===== src/rtl/lcd_spi_pkg.sv =====
// Shared constants and types for the LCD SPI responder (display-controller model).
package lcd_spi_pkg;

    localparam int C_DEF_COLS       = 84;
    localparam int C_DEF_ROWS       = 6;
    localparam int C_DEF_FIFO_DEPTH = 4;

    // Command byte with bit 7 set loads the X cursor from bits [6:0].
    localparam logic [7:0] C_CMD_SETX_MASK   = 8'h80;
    // Command byte 01_000_yyy loads the Y cursor from bits [2:0].
    localparam logic [1:0] C_CMD_SETY_PREFIX = 2'b01;

    typedef enum logic {
        RX_IDLE  = 1'b0,
        RX_SHIFT = 1'b1
    } rx_state_t;

    typedef struct packed {
        logic       dc;
        logic [7:0] data;
    } lcd_byte_t;

endpackage


===== src/rtl/spi_byte_rx.sv =====
// SPI mode-0 byte receiver: synchronises the pins, finds sck rising edges and
// assembles MSB-first bytes, flagging each complete byte with a one-cycle pulse.
module spi_byte_rx
    import lcd_spi_pkg::*;
(
    input  logic       clk,
    input  logic       rst_n,
    input  logic       csn,
    input  logic       sck,
    input  logic       mosi,
    input  logic       dc,
    output logic       byte_done,
    output logic [7:0] rx_data,
    output logic       rx_dc
);

    logic [1:0] csn_sync_r;
    logic [1:0] sck_sync_r;
    logic [1:0] mosi_sync_r;
    logic [1:0] dc_sync_r;
    logic       sck_d_r;
    logic       csn_q_s;
    logic       sck_rise_s;
    rx_state_t  state_r;
    rx_state_t  next_state_s;
    logic [6:0] shift_r;
    logic [2:0] cnt_r;
    logic       done_r;
    logic [7:0] data_r;
    logic       dc_r;

    assign csn_q_s    = csn_sync_r[1];
    assign sck_rise_s = sck_sync_r[1] & ~sck_d_r;

    assign byte_done = done_r;
    assign rx_data   = data_r;
    assign rx_dc     = dc_r;

    // Two-flop synchronisers on every SPI pin plus the sck edge-detect delay flop.
    always_ff @(posedge clk or negedge rst_n) begin
        if (!rst_n) begin
            csn_sync_r  <= 2'b11;
            sck_sync_r  <= 2'b00;
            mosi_sync_r <= 2'b00;
            dc_sync_r   <= 2'b00;
            sck_d_r     <= 1'b0;
        end else begin
            csn_sync_r  <= {csn_sync_r[0], csn};
            sck_sync_r  <= {sck_sync_r[0], sck};
            mosi_sync_r <= {mosi_sync_r[0], mosi};
            dc_sync_r   <= {dc_sync_r[0], dc};
            sck_d_r     <= sck_sync_r[1];
        end
    end

    // Receiver state register.
    always_ff @(posedge clk or negedge rst_n) begin
        if (!rst_n) begin
            state_r <= RX_IDLE;
        end else begin
            state_r <= next_state_s;
        end
    end

    // Next state follows the synchronised chip select.
    always_comb begin
        next_state_s = state_r;
        case (state_r)
            RX_IDLE: begin
                if (!csn_q_s) begin
                    next_state_s = RX_SHIFT;
                end else begin
                    next_state_s = RX_IDLE;
                end
            end
            RX_SHIFT: begin
                if (csn_q_s) begin
                    next_state_s = RX_IDLE;
                end else begin
                    next_state_s = RX_SHIFT;
                end
            end
            default: next_state_s = RX_IDLE;
        endcase
    end

    // Shift register and bit counter; a deselect mid-byte drops the partial byte.
    always_ff @(posedge clk or negedge rst_n) begin
        if (!rst_n) begin
            shift_r <= 7'd0;
            cnt_r   <= 3'd0;
            done_r  <= 1'b0;
            data_r  <= 8'd0;
            dc_r    <= 1'b0;
        end else begin
            done_r <= 1'b0;
            if (next_state_s == RX_SHIFT) begin
                if (sck_rise_s) begin
                    shift_r <= {shift_r[5:0], mosi_sync_r[1]};
                    if (cnt_r == 3'd7) begin
                        cnt_r  <= 3'd0;
                        done_r <= 1'b1;
                        data_r <= {shift_r, mosi_sync_r[1]};
                        dc_r   <= dc_sync_r[1];
                    end else begin
                        cnt_r <= cnt_r + 3'd1;
                    end
                end
            end else begin
                cnt_r <= 3'd0;
            end
        end
    end

endmodule


===== src/rtl/lcd_spi_responder.sv =====
// LCD SPI responder: data bytes become frame-buffer writes at the cursor,
// X/Y commands move the cursor, every other command goes into a small FIFO.
module lcd_spi_responder
    import lcd_spi_pkg::*;
#(
    parameter int C_COLS       = C_DEF_COLS,
    parameter int C_ROWS       = C_DEF_ROWS,
    parameter int C_FIFO_DEPTH = C_DEF_FIFO_DEPTH
) (
    input  logic       Bus2IP_Clk,
    input  logic       Bus2IP_Resetn,
    input  logic       lcd_csn,
    input  logic       sck,
    input  logic       mosi,
    input  logic       lcd_dc,
    output logic       fb_we,
    output logic [8:0] fb_addr,
    output logic [7:0] fb_data,
    output logic       cmd_valid,
    output logic [7:0] cmd_byte,
    input  logic       cmd_ready,
    output logic       ovf
);

    localparam int C_PTR_W = $clog2(C_FIFO_DEPTH);
    localparam logic [C_PTR_W:0]   C_FULL    = C_FIFO_DEPTH[C_PTR_W:0];
    localparam logic [C_PTR_W-1:0] C_PTR_ONE = (C_PTR_W)'(1);
    localparam logic [C_PTR_W:0]   C_CNT_ONE = (C_PTR_W + 1)'(1);

    logic        rx_done_s;
    logic [7:0]  rx_data_s;
    logic        rx_dc_s;
    lcd_byte_t   rx_s;

    logic [6:0]  x_r;
    logic [2:0]  y_r;
    logic [8:0]  wr_addr_s;
    logic        x_last_s;
    logic        y_last_s;
    logic        setx_ok_s;
    logic        sety_ok_s;
    logic        push_s;

    logic        fb_we_r;
    logic [8:0]  fb_addr_r;
    logic [7:0]  fb_data_r;

    logic [7:0]         mem_r [C_FIFO_DEPTH];
    logic [C_PTR_W-1:0] wr_ptr_r;
    logic [C_PTR_W-1:0] rd_ptr_r;
    logic [C_PTR_W:0]   count_r;
    logic               ovf_r;
    logic               full_s;
    logic               pop_s;
    logic               push_ok_s;

    spi_byte_rx u_rx (
        .clk       (Bus2IP_Clk),
        .rst_n     (Bus2IP_Resetn),
        .csn       (lcd_csn),
        .sck       (sck),
        .mosi      (mosi),
        .dc        (lcd_dc),
        .byte_done (rx_done_s),
        .rx_data   (rx_data_s),
        .rx_dc     (rx_dc_s)
    );

    assign rx_s      = {rx_dc_s, rx_data_s};
    assign wr_addr_s = ({6'd0, y_r} * 9'(C_COLS)) + {2'd0, x_r};
    assign x_last_s  = ({25'd0, x_r} == 32'(C_COLS - 1));
    assign y_last_s  = ({29'd0, y_r} == 32'(C_ROWS - 1));

    // Classify a received command byte: X set, Y set, or generic FIFO command.
    always_comb begin
        setx_ok_s = 1'b0;
        sety_ok_s = 1'b0;
        push_s    = 1'b0;
        if (rx_done_s && !rx_s.dc) begin
            if ((rx_s.data & C_CMD_SETX_MASK) != 8'h00) begin
                // Out-of-range X values are silently ignored, never queued.
                setx_ok_s = ({25'd0, rx_s.data[6:0]} < 32'(C_COLS));
            end else if ((rx_s.data[7:6] == C_CMD_SETY_PREFIX) &&
                         (rx_s.data[5:3] == 3'b000) &&
                         ({29'd0, rx_s.data[2:0]} < 32'(C_ROWS))) begin
                sety_ok_s = 1'b1;
            end else begin
                push_s = 1'b1;
            end
        end else begin
            push_s = 1'b0;
        end
    end

    // Frame-buffer write port and cursor; cursor advances after every data byte.
    always_ff @(posedge Bus2IP_Clk or negedge Bus2IP_Resetn) begin
        if (!Bus2IP_Resetn) begin
            fb_we_r   <= 1'b0;
            fb_addr_r <= 9'd0;
            fb_data_r <= 8'd0;
            x_r       <= 7'd0;
            y_r       <= 3'd0;
        end else begin
            fb_we_r <= 1'b0;
            if (rx_done_s && rx_s.dc) begin
                fb_we_r   <= 1'b1;
                fb_addr_r <= wr_addr_s;
                fb_data_r <= rx_s.data;
                if (x_last_s) begin
                    x_r <= 7'd0;
                    if (y_last_s) begin
                        y_r <= 3'd0;
                    end else begin
                        y_r <= y_r + 3'd1;
                    end
                end else begin
                    x_r <= x_r + 7'd1;
                end
            end else if (setx_ok_s) begin
                x_r <= rx_s.data[6:0];
            end else if (sety_ok_s) begin
                y_r <= rx_s.data[2:0];
            end
        end
    end

    assign full_s    = (count_r == C_FULL);
    assign pop_s     = cmd_valid && cmd_ready;
    // A pop in the same cycle frees the slot, so a push into a full FIFO is kept.
    assign push_ok_s = push_s && (!full_s || pop_s);

    // Command FIFO storage, pointers, occupancy and sticky overflow flag.
    always_ff @(posedge Bus2IP_Clk or negedge Bus2IP_Resetn) begin
        if (!Bus2IP_Resetn) begin
            for (int i = 0; i < C_FIFO_DEPTH; i++) begin
                mem_r[i] <= 8'd0;
            end
            wr_ptr_r <= '0;
            rd_ptr_r <= '0;
            count_r  <= '0;
            ovf_r    <= 1'b0;
        end else begin
            if (push_ok_s) begin
                mem_r[wr_ptr_r] <= rx_s.data;
                wr_ptr_r        <= wr_ptr_r + C_PTR_ONE;
            end
            if (pop_s) begin
                rd_ptr_r <= rd_ptr_r + C_PTR_ONE;
            end
            case ({push_ok_s, pop_s})
                2'b10:   count_r <= count_r + C_CNT_ONE;
                2'b01:   count_r <= count_r - C_CNT_ONE;
                default: count_r <= count_r;
            endcase
            if (push_s && !push_ok_s) begin
                ovf_r <= 1'b1;
            end
        end
    end

    assign fb_we     = fb_we_r;
    assign fb_addr   = fb_addr_r;
    assign fb_data   = fb_data_r;
    assign cmd_valid = (count_r != '0);
    assign cmd_byte  = mem_r[rd_ptr_r];
    assign ovf       = ovf_r;

endmodule


===== config.mk =====
export PLATFORM = sky130hd
export DESIGN_NAME = lcd_spi_responder
export DESIGN_NICKNAME = d
export VERILOG_FILES = /design/src/rtl/lcd_spi_pkg.sv /design/src/rtl/spi_byte_rx.sv /design/src/rtl/lcd_spi_responder.sv
export SDC_FILE = /design/constraint.sdc
export NUM_CORES = 1
export LEC_CHECK = 0
export BUFFER_PORTS_ARGS = -buffer_cell sky130_fd_sc_hd__buf_2
export CORE_ASPECT_RATIO = 1.5
export CORE_MARGIN = 5
export CORE_UTILIZATION = 45
export CTS_CLUSTER_SIZE = 12
export DETAILED_ROUTE_END_ITERATION = 10
export PLACE_DENSITY = 0.72
export REMOVE_ABC_BUFFERS = 1
export SLEW_MARGIN = 20
export SYNTH_ARGS = -nofsm -noshare
export SYNTH_HDL_FRONTEND = slang
export SYNTH_SLANG_ARGS = --single-unit

===== constraint.sdc =====
create_clock -name Bus2IP_Clk -period 3 [get_ports Bus2IP_Clk]
set_input_delay 0.15 -clock Bus2IP_Clk [delete_from_list [all_inputs] [get_ports Bus2IP_Clk]]
set_output_delay 0.15 -clock Bus2IP_Clk [all_outputs]
set_load 0.01 [all_outputs]

Word level (Yosys, flattened, before mapping). Cells that the tools add are included.

Word-level logic and storage cells: 102. Register bits after elaboration: 97. Bits of input ports: 7. Output and inout port bits: 28.

$mul: 1. Muxes and demuxes: 31. Reductions and logical operators: 20. $add $sub $neg: 8. Equality and inequality tests: 10. Bitwise logic cells: 4. Order comparisons: 5.

Operators with widths (count): $bwmux W32 (1); $mux W3 (8); $mux W8 (3); $mux W7 (3); $bmux W8 S2 (1); $demux W8 S2 (1); $mux W1 (13); $add A3 B1 Y3 const B (3); $add A9 B7 Y9 (1); $eq A3 B3 Y1 const B (3); $logic_and A1 B1 Y1 (8); $add A7 B1 Y7 const B (1); $eq A7 B7 Y1 const B (1); $lt A7 B7 Y1 const B (1); $mul A3 B5 Y7 const B (1); $ge A3 B3 Y1 const B (2); $not A2 Y3 (2); $pmux W3 S2 (1); $reduce_and A3 Y1 (2); $reduce_bool A2 Y1 (3); $add A2 B1 Y2 const B (2); $eq A2 B1 Y1 const B (2); $ne A2 B1 Y1 const B (2); $logic_not A1 Y1 (3); 11 further kinds (11).

Longest topological paths before layout. Gate-level depths: netlist of the first run.

Word-level depth: 9. Depth in mapped cells: 9. Depth with buffers taken out: 9.

Cells and area by module. From an unflattened synthesis of the first run, not the netlist that was laid out.

Cells, all modules: 360. Area, all modules: 4571.9 sq um.

Modules (own cells, without submodules): lcd_spi_responder (cells each 301, times used 1, area an instance 3538.4 sq um); spi_byte_rx (cells each 59, times used 1, area an instance 1033.5 sq um).

Least setup slack after synthesis of the first run. Ideal clock, no wire load.

Path type: register to register. Start: reg y_r[0]. End: reg fb_addr_r[8] (netlist: fb_addr[8]). Path slack: 0.965 ns. Period minus slack after synthesis: 2.035 ns. Stages on the path, launching flop included: 10. Arrival time: 1.900 ns. Path buffers: 0. Path through: dfrtp_1 > ha_1 > ha_1 > ha_1 > ha_1 > o21ai_0 > a21oi_1 > o21bai_1 > xnor2_1 > o21ai_0.

Longest elaborated chain between the ends: 2.

Ends and longest elaborated chain: start, declared (line lcd_spi_responder.sv:36) `logic [2:0] y_r;`; start signal, assigned (line lcd_spi_responder.sv:114) `y_r <= y_r + 3'd1;`; start signal, assigned (line lcd_spi_responder.sv:122) `y_r <= rx_s.data[2:0];`; $mul A3 B5 Y7 (line lcd_spi_responder.sv:70) `assign wr_addr_s = ({6'd0, y_r} * 9'(C_COLS)) + {2'd0, x_r};`; $add A9 B7 Y9 (line lcd_spi_responder.sv:70); end signal, assigned (line lcd_spi_responder.sv:107) `fb_addr_r <= wr_addr_s;`; end, declared (line lcd_spi_responder.sv:45) `logic [8:0] fb_addr_r;`.

Every way passes these cells. A chain may end at the register's enable or synchronous reset.

Worst setup path after layout of the first run.
Start: reg u_rx.data_r[6] (netlist: u_rx.rx_data[6]). End: reg count_r[2].

Longest elaborated chain between the ends: 9. Elaborated cells between the ends (all ways): 11. Classes of those cells: eq/ne: 3; mux: 4; reduce/logical: 4.

Ends and longest elaborated chain: start, declared (line spi_byte_rx.sv:29) `logic [7:0] data_r;`; start signal, assigned (line spi_byte_rx.sv:103) `data_r <= {shift_r, mosi_sync_r[1]};`; $eq A2 B1 Y1 (*) (line lcd_spi_responder.sv:83) `end else if ((rx_s.data[7:6] == C_CMD_SETY_PREFIX) &&`; $logic_and A1 B1 Y1 (*) (line lcd_spi_responder.sv:83); $logic_and A1 B1 Y1 (*) (line lcd_spi_responder.sv:84) `(rx_s.data[5:3] == 3'b000) &&`; $mux W1 (*) (line lcd_spi_responder.sv:83); $mux W1 (*) (line lcd_spi_responder.sv:80) `if ((rx_s.data & C_CMD_SETX_MASK) != 8'h00) begin`; $mux W1 (*) (line lcd_spi_responder.sv:79) `if (rx_done_s && !rx_s.dc) begin`; $logic_and A1 B1 Y1 (*) (line lcd_spi_responder.sv:130) `assign push_ok_s = push_s && (!full_s || pop_s);`; $eq A2 B1 Y1 or $eq A2 B2 Y1 (tied branches) (line lcd_spi_responder.sv:150) `case ({push_ok_s, pop_s})`; $pmux W3 S2 or $reduce_bool A2 Y1 (tied branches); end signal, assigned (line lcd_spi_responder.sv:151) `2'b10: count_r <= count_r + C_CNT_ONE;`; end signal, assigned (line lcd_spi_responder.sv:152) `2'b01: count_r <= count_r - C_CNT_ONE;`; end signal, assigned (line lcd_spi_responder.sv:153) `default: count_r <= count_r;`; end, declared (line lcd_spi_responder.sv:51) `logic [C_PTR_W:0] count_r;`.

Mark *: on every way between the ends. The rest lies on a longest branch, timed or not.

==> metrics.md, run 1 <==
| Metric | Value |
|---|---|
| Result of the run | `completed` |
| Final hold violations | `0` |
| Post-synthesis mux area share | `between 15 and 20%` |
| Adder-cell share of the synthesized area | `5.01%` |
| Clock Power Share | `42.0%` |
| Final hold slack | `around 0.16 ns` |
| Max Root-Sink Buffers | `2` |
| Number of flops mapped to enable cells by yosys | `0` |
| Area of the die | `between 0.01 and 0.015 mm^2` |
| TritonCTS clock tree | `built` |
| Final core occ | `51.8%` |
| Slowest stage cell, crit path | `dfrtp_1` |
| Highest achievable clock rate | `457 MHz` |
| Finished Layout Cells | `498` |
| Worst setup path category | `reg -> reg` |
| Starting density of the core | `45.4%` |
| Vias in the first global route | `about 2.9k` |
| Min Tclk post-route | `around 2.2 ns` |
| Clock Tree Root | `clkbuf_16` |
| Clock skew | `roughly 0.0061 ns` |
| Net switching fraction of the power | `22.9%` |
| Clock Sinks | `97` |
| CP cell instances | `nor4b_4 -> a21oi_2 -> nor2_1 -> inv_1 -> fa_1 -> nor2_1 -> a22oi_1 -> xnor2_1` |
| Static Leak | `2.60 nW` |
| Synth unique cells | `50` |
| Worst-Skew Late Latency | `0.34 ns` |
| Most frequent cells in the layout | `95 x dfrtp_1, 33 x buf_2, 28 x mux2_4, 25 x o21ai_0, 25 x mux2_2` |
| Buffers & Inverters on Critical Path | `1` |
| Post_cts resized | `0` |
| Most common cell after layout, fill and taps aside | `dfrtp_1` |
| Sequential share of the synthesized area | `53.4%` |
| Final wirelength | `8310 um` |
| Initial drt markers | `128` |
| CP startpoint kind | `flop` |
| # rows | `45` |
| TNS Setup | `0 ns` |
| Dominant synthesized flop cell | `dfrtp_1` |
| Die width | `just over 90 um` |
| Simple-gate share of the synthesized area | `9.19%` |
| Top delay family on crit path | `simple AND/OR/NAND/NOR gates` |
| Normalized max-slew margin | `about 36%` |
| DIE HEIGHT | `133 um` |
| RSZ-0062 raised after global routing | `false` |
| CP peak stage delay | `0.55 ns` |
| Initial antenna violation count | `0` |
| Worst Tran Pin Value | `0.960 ns` |
| Cell Int Power | `around 2.3 mW` |
| Worst hold path class | `in -> reg` |
| TritonRoute pass-1 iters | `4` |
| Total track usage | `14.7%` |
| Avg Cell Area, Syn | `13.4 um^2` |
| Data arrival, critical path | `2.41 ns` |
| Worst-path fanout max | `10` |
| Post-route ant nets | `0` |
| Number of port buffers | `34` |
| Routability cong. | `0.852` |
| #FFs+latches synth | `97` |
| Worst-path clk slew | `0.06 ns` |
| Diode count | `0` |
| Core Area | `between 0.01 and 0.015 mm^2` |
| Max-cap violation count | `0` |
| Max-slew violations | `0` |
| Post-placement cell count | `477` |
| Top-Level Pins | `35` |
| Ratio of cells with drive above 1 in the final layout | `between 30% and 40%` |
| Combinational share of power | `8.3%` |
| Setup-failing EPs final | `0` |
| Final #Nets | `400` |
| H-tree levels | `3` |
| Asr flop ratio synth | `100%` |
| Mapped Cells | `339` |
| Largest family of logic cells by synthesized area | `multiplexers` |
| Vias per cell | `5.35` |
| Worst endpoint required time | `approximately 3.2 ns` |
| Yosys warning count | `0` |
| Fillers | `862` |
| CTS Buf Count | `9` |
| Layout Area Growth over Synthesis | `14.1%` |
| Peak VDD IR | `0.000291 V` |
| DR WL/cell | `16.7 um` |
| Psw | `0.693 mW` |
| Mapped Area | `around 0.0045 mm^2` |
| Period utilisation layout | `between 70 and 80%` |
| Reg power frac | `49.7%` |
| First-pass GRT wire length | `approximately 14000 um` |
| Grt total ovfl | `0` |
| DRC viols | `0` |
| Synth Area in Compound Gates | `~7.3%` |
| Pin count of the biggest net entering global routing | `41` |
| PwrDens | `583 mW/mm^2` |
| Final HPWL DP | `5680 um` |
| Critical path endpoint category | `flop` |
| XOR/XNOR Fraction of Synth Area | `2.12%` |
| Cell mode on critical path | `nor2_1` |
| DR vias | `2662` |
-- stage by stage --
stage	area [um^2]	worst slack (ns)	power (mW)
2_1_floorplan	4460	0.935	1.68
3_3_place_gp	4800	0.878	1.76
3_5_place_dp	4800	0.803	1.78
4_1_cts	5190	0.798	3.07
5_1_grt	5190	0.630	3.16
6_report	5190	0.813	3.03
-- sequential cells by signal (all words and copies together) (netlist names), 3 cells and up --
name and count:
fb_addr 9, fb_data 8, u_rx.shift_r 7, x_r 7
u_rx.cnt_r 3, u_rx.rx_data 8, count_r 3, mem_r 32
y_r 3
-- what timing repair did --
action                    4_1_cts  5_1_grt
hold endpoints to repair       42        0
buffers inserted                0        0
hold buffers                    5        0
-- worst min-delay path, stage by stage --
cell and delay (ns):
buf_2 0.11, nand2_1 0.11, xnor2_1 0.08
-- power by group through the flow --
stage / Clock (mW) / Sequential, mW / Combinational [mW]
2_1_floorplan: 0 / 1.49 / 0.185
3_3_place_gp: 0 / 1.53 / 0.235
3_5_place_dp: 0 / 1.53 / 0.249
4_1_cts: 1.30 / 1.51 / 0.255
5_1_grt: 1.35 / 1.52 / 0.285
6_report: 1.27 / 1.51 / 0.250
-- cells in the mapped netlist (2+ instances only) --
library cell,count,area (um^2)
dfrtp_1,95,2380
mux2_4,28,420
mux2_2,25,282
o21ai_0,25,125
nand2_1,17,63.8
ha_1,15,188
inv_1,14,52.6
a21oi_1,13,65.1
nor2_1,13,48.8
xnor2_1,10,87.6
clkbuf_1,9,33.8
mux4_2,8,180
and2_1,6,37.5
a22o_1,4,35.0
a22oi_1,4,30.0
nand2_8,4,80.1
nand2b_1,4,25.0
nand3_1,4,20.0
buf_2,3,15.0
nor3_1,3,15.0
a21o_1,2,15.0
dfstp_2,2,52.6
fa_1,2,40.0
mux2i_1,2,20.0
nor3b_1,2,15.0
-- cells by family after synthesis --
group / after synthesis
buffers and inverters: 30
XOR/XNOR: 11
AO/OA/AOI/OAI: 56
flip-flops: 97
adder cells (fa/ha/maj): 17
AND/OR/NAND/NOR: 65
multiplexers: 63
-- final cells by class --
type,instances,area [um^2],share of cell area (%)
Tap cell,117,146,2.82
Clock buffer,12,267,5.13
Multi-Input combinational cell,212,1980,38.1
Clock inverter,4,73.8,1.42
Sequential cell,97,2430,46.8
Timing Repair Buffer,42,245,4.72
Inverter,14,52.6,1.01
-- per-layer routing --
layer	global-route usage, %	vias to the layer above	wire length [um]
met2	25.0	44	4310
met5	0	-	0
met4	5.70	0	134
li1	-	1266	-
met3	3.73	11	295
met1	18.0	1341	3570
-- path summary, 6_finish.rpt --
kind	endpoint	start	slack, ns	depth (start not counted)
min in group asynchronous	fb_addr[6]$_DFFE_PN0P_	Bus2IP_Resetn	0.32	2
max in group asynchronous	u_rx.csn_sync_r[1]$_DFF_PN1_	Bus2IP_Resetn	1.87	3
hold reg to reg	u_rx.sck_sync_r[1]$_DFF_PN0_	u_rx.sck_sync_r[0]$_DFF_PN0_	0.35	0
setup / recovery	count_r[2]$_DFFE_PN0P_	u_rx.rx_data[6]$_DFFE_PN0P_	0.81	8
hold / removal	rd_ptr_r[0]$_DFFE_PN0P_	cmd_ready	0.16	3
setup reg to reg	count_r[2]$_DFFE_PN0P_	u_rx.rx_data[6]$_DFFE_PN0P_	0.81	8
(Power assumes the default switching activity.)
==> inputs of run 2 (changes only) <==
Clock period 3 ns to 2.1 ns, I/O delays scaled along.
==> metrics.md, run 2 (synthesis results as in run 1) <==
| Metric | Value |
|---|---|
| CP peak stage delay | `0.45 ns` |
| Reg-to-Reg Start | `u_rx.rx_data[7]$_DFFE_PN0P_` |
| Period utilisation layout | `95.5%` |
| Normalized max-slew margin | `68.6%` |
| TritonCTS clock tree | `built` |
| Worst-path clk slew | `0.07 ns` |
| Top-Level Pins | `35` |
| First-pass GRT wire length | `about 15000 um` |
| Clock skew | `0.00591 ns` |
| Highest achievable clock rate | `498 MHz` |
| Peak VDD IR | `0.000458 V` |
| Total track usage | `15.2%` |
| Starting density of the core | `a little under half` |
| Core Area | `0.0100 mm^2` |
| Ratio of cells with drive above 1 in the final layout | `36.8%` |
| Max FFs per register | `32` |
| Worst-Skew Late Latency | `approximately 0.34 ns` |
| CP startpoint kind | `flop` |
| Worst Setup SP | `u_rx.rx_data[7]$_DFFE_PN0P_` |
| Worst setup path category | `reg -> reg` |
| Final hold violations | `0` |
| Worst-path fanout max | `9` |
| Grt total ovfl | `0` |
| Hold path depth | `3` |
| Final core occ | `53.4%` |
| Critical hold path startpoint | `cmd_ready` |
| DIE HEIGHT | `133 um` |
| Data arrival, critical path | `2.23 ns` |
| Most common cell after layout, fill and taps aside | `dfrtp_1` |
| DR vias | `2797` |
| CP cell instances | `or3b_1 -> a21oi_2 -> and2b_4 -> nand2_8 -> mux2_4` |
| Area of the die | `roughly 0.012 mm^2` |
| Initial drt markers | `111` |
| Vias in the first global route | `2997` |
| Post-route ant nets | `0` |
| CTS Buf Count | `9` |
| Diode count | `0` |
| Min Tclk post-route | `2.01 ns` |
| Critical path endpoint category | `flop` |
| Finished Layout Cells | `516` |
| TritonRoute pass-1 iters | `5` |
| Pin count of the biggest net entering global routing | `46` |
| Vias per cell | `5.42` |
| Worst endpoint required time | `2.32 ns` |
| Setup-failing EPs final | `0` |
| # rows | `45` |
| Cells on worst reg2reg path | `5` |
| Clock Tree Root | `clkbuf_16` |
| Clock Sinks | `between 90 and 100` |
| H-tree levels | `3` |
| Max-slew violations | `0` |
| Worst Tran Pin Value | `approximately 0.47 ns` |
| Top reg by flops | `mem_r` |
| DRC viols | `0` |
| Static Leak | `2.66 nW` |
| PwrDens | `a little under 800 mW/mm^2` |
| Result of the run | `completed` |
| Routability cong. | `between 0.8 and 0.9` |
| Max-cap violation count | `0` |
| Max Root-Sink Buffers | `2` |
| Initial antenna violation count | `0` |
| Final HPWL DP | `5980 um` |
| Final #Nets | `around 420` |
| Die width | `slightly above 90 um` |
| Number of port buffers | `34` |
| Layout Area Growth over Synthesis | `17.7%` |
| Most frequent cells in the layout | `95 x dfrtp_1, 33 x buf_2, 28 x mux2_4, 25 x mux2_2, 24 x o21ai_0` |
| Final wirelength | `approximately 8700 um` |
| Post-placement cell count | `around 500` |
| Slowest stage cell, crit path | `dfrtp_1` |
| Worst hold path class | `in -> reg` |
| DR WL/cell | `16.9 um` |
## run 2: layout make-up
class	count	area, um^2
clock buffers	14	254
repair buffers	60	405
multi-input cells	212	2030
well taps	117	146
fillers	850	4670
flip-flops and latches	97	2430
inverters	14	52.6
clock inverters	2	38.8
## run 2: worst paths after layout
kind / end / slack (ns)
setup / recovery: mem_r[21]$_DFFE_PN0P_ / 0.09
setup reg to reg: mem_r[21]$_DFFE_PN0P_ / 0.09
min in group asynchronous: fb_we$_DFF_PN0_ / 0.25
hold / removal: ovf$_DFFE_PN0P_ / 0.12
hold reg to reg: u_rx.sck_sync_r[1]$_DFF_PN0_ / 0.35
max in group asynchronous: u_rx.csn_sync_r[1]$_DFF_PN1_ / 1.15
## run 2: worst max-delay path, delay by kind of cell (launching register included)
family / cells / cell delay (ns)
multiplexers: 1 / 0.32
AND/OR/NAND/NOR: 3 / 0.92
AO/OA/AOI/OAI: 1 / 0.19
flip-flops: 1 / 0.45
## run 2: timing repair
item | CTS | global route
gates resized for setup | 2 | 7
buffers inserted | 2 | 1
hold buffers | 5 | 0
pin swaps | 1 | 3
endpoints found under the setup margin | 1 | 4
hold endpoints to repair | 34 | 0
## run 2: layer usage
layer  global-route usage [%]  wire length (um)  vias to the layer above
met1                     17.4              3530                     1428
met4                     7.36               245                        0
met2                     26.8              4650                       45
met3                     3.05               280                       21
met5                        0                 0                        -
li1                         -                 -                     1303
## run 2: power breakdown
group	switching, mW	leakage, nW	internal [mW]
clock	0.677	0.141	0.960
sequential	0.139	1.30	1.99
combinational	0.194	1.22	0.248
total	1.01	2.66	3.20
## run 2: per-stage QoR
step                setup WS [ns]  cell area [um^2]  power [mW]  hold WS, ns  setup TNS (ns)
global placement           0.0492              4940        2.57       0.0804               0
detailed placement        -0.0805              4940        2.60       0.0865         -0.0805
finish                     0.0938              5350        4.21        0.123               0
global route              -0.0277              5350        4.38        0.139         -0.0277
CTS                        0.0161              5320        4.25        0.120               0
floorplan                  0.0355              4460        2.39       -0.191               0
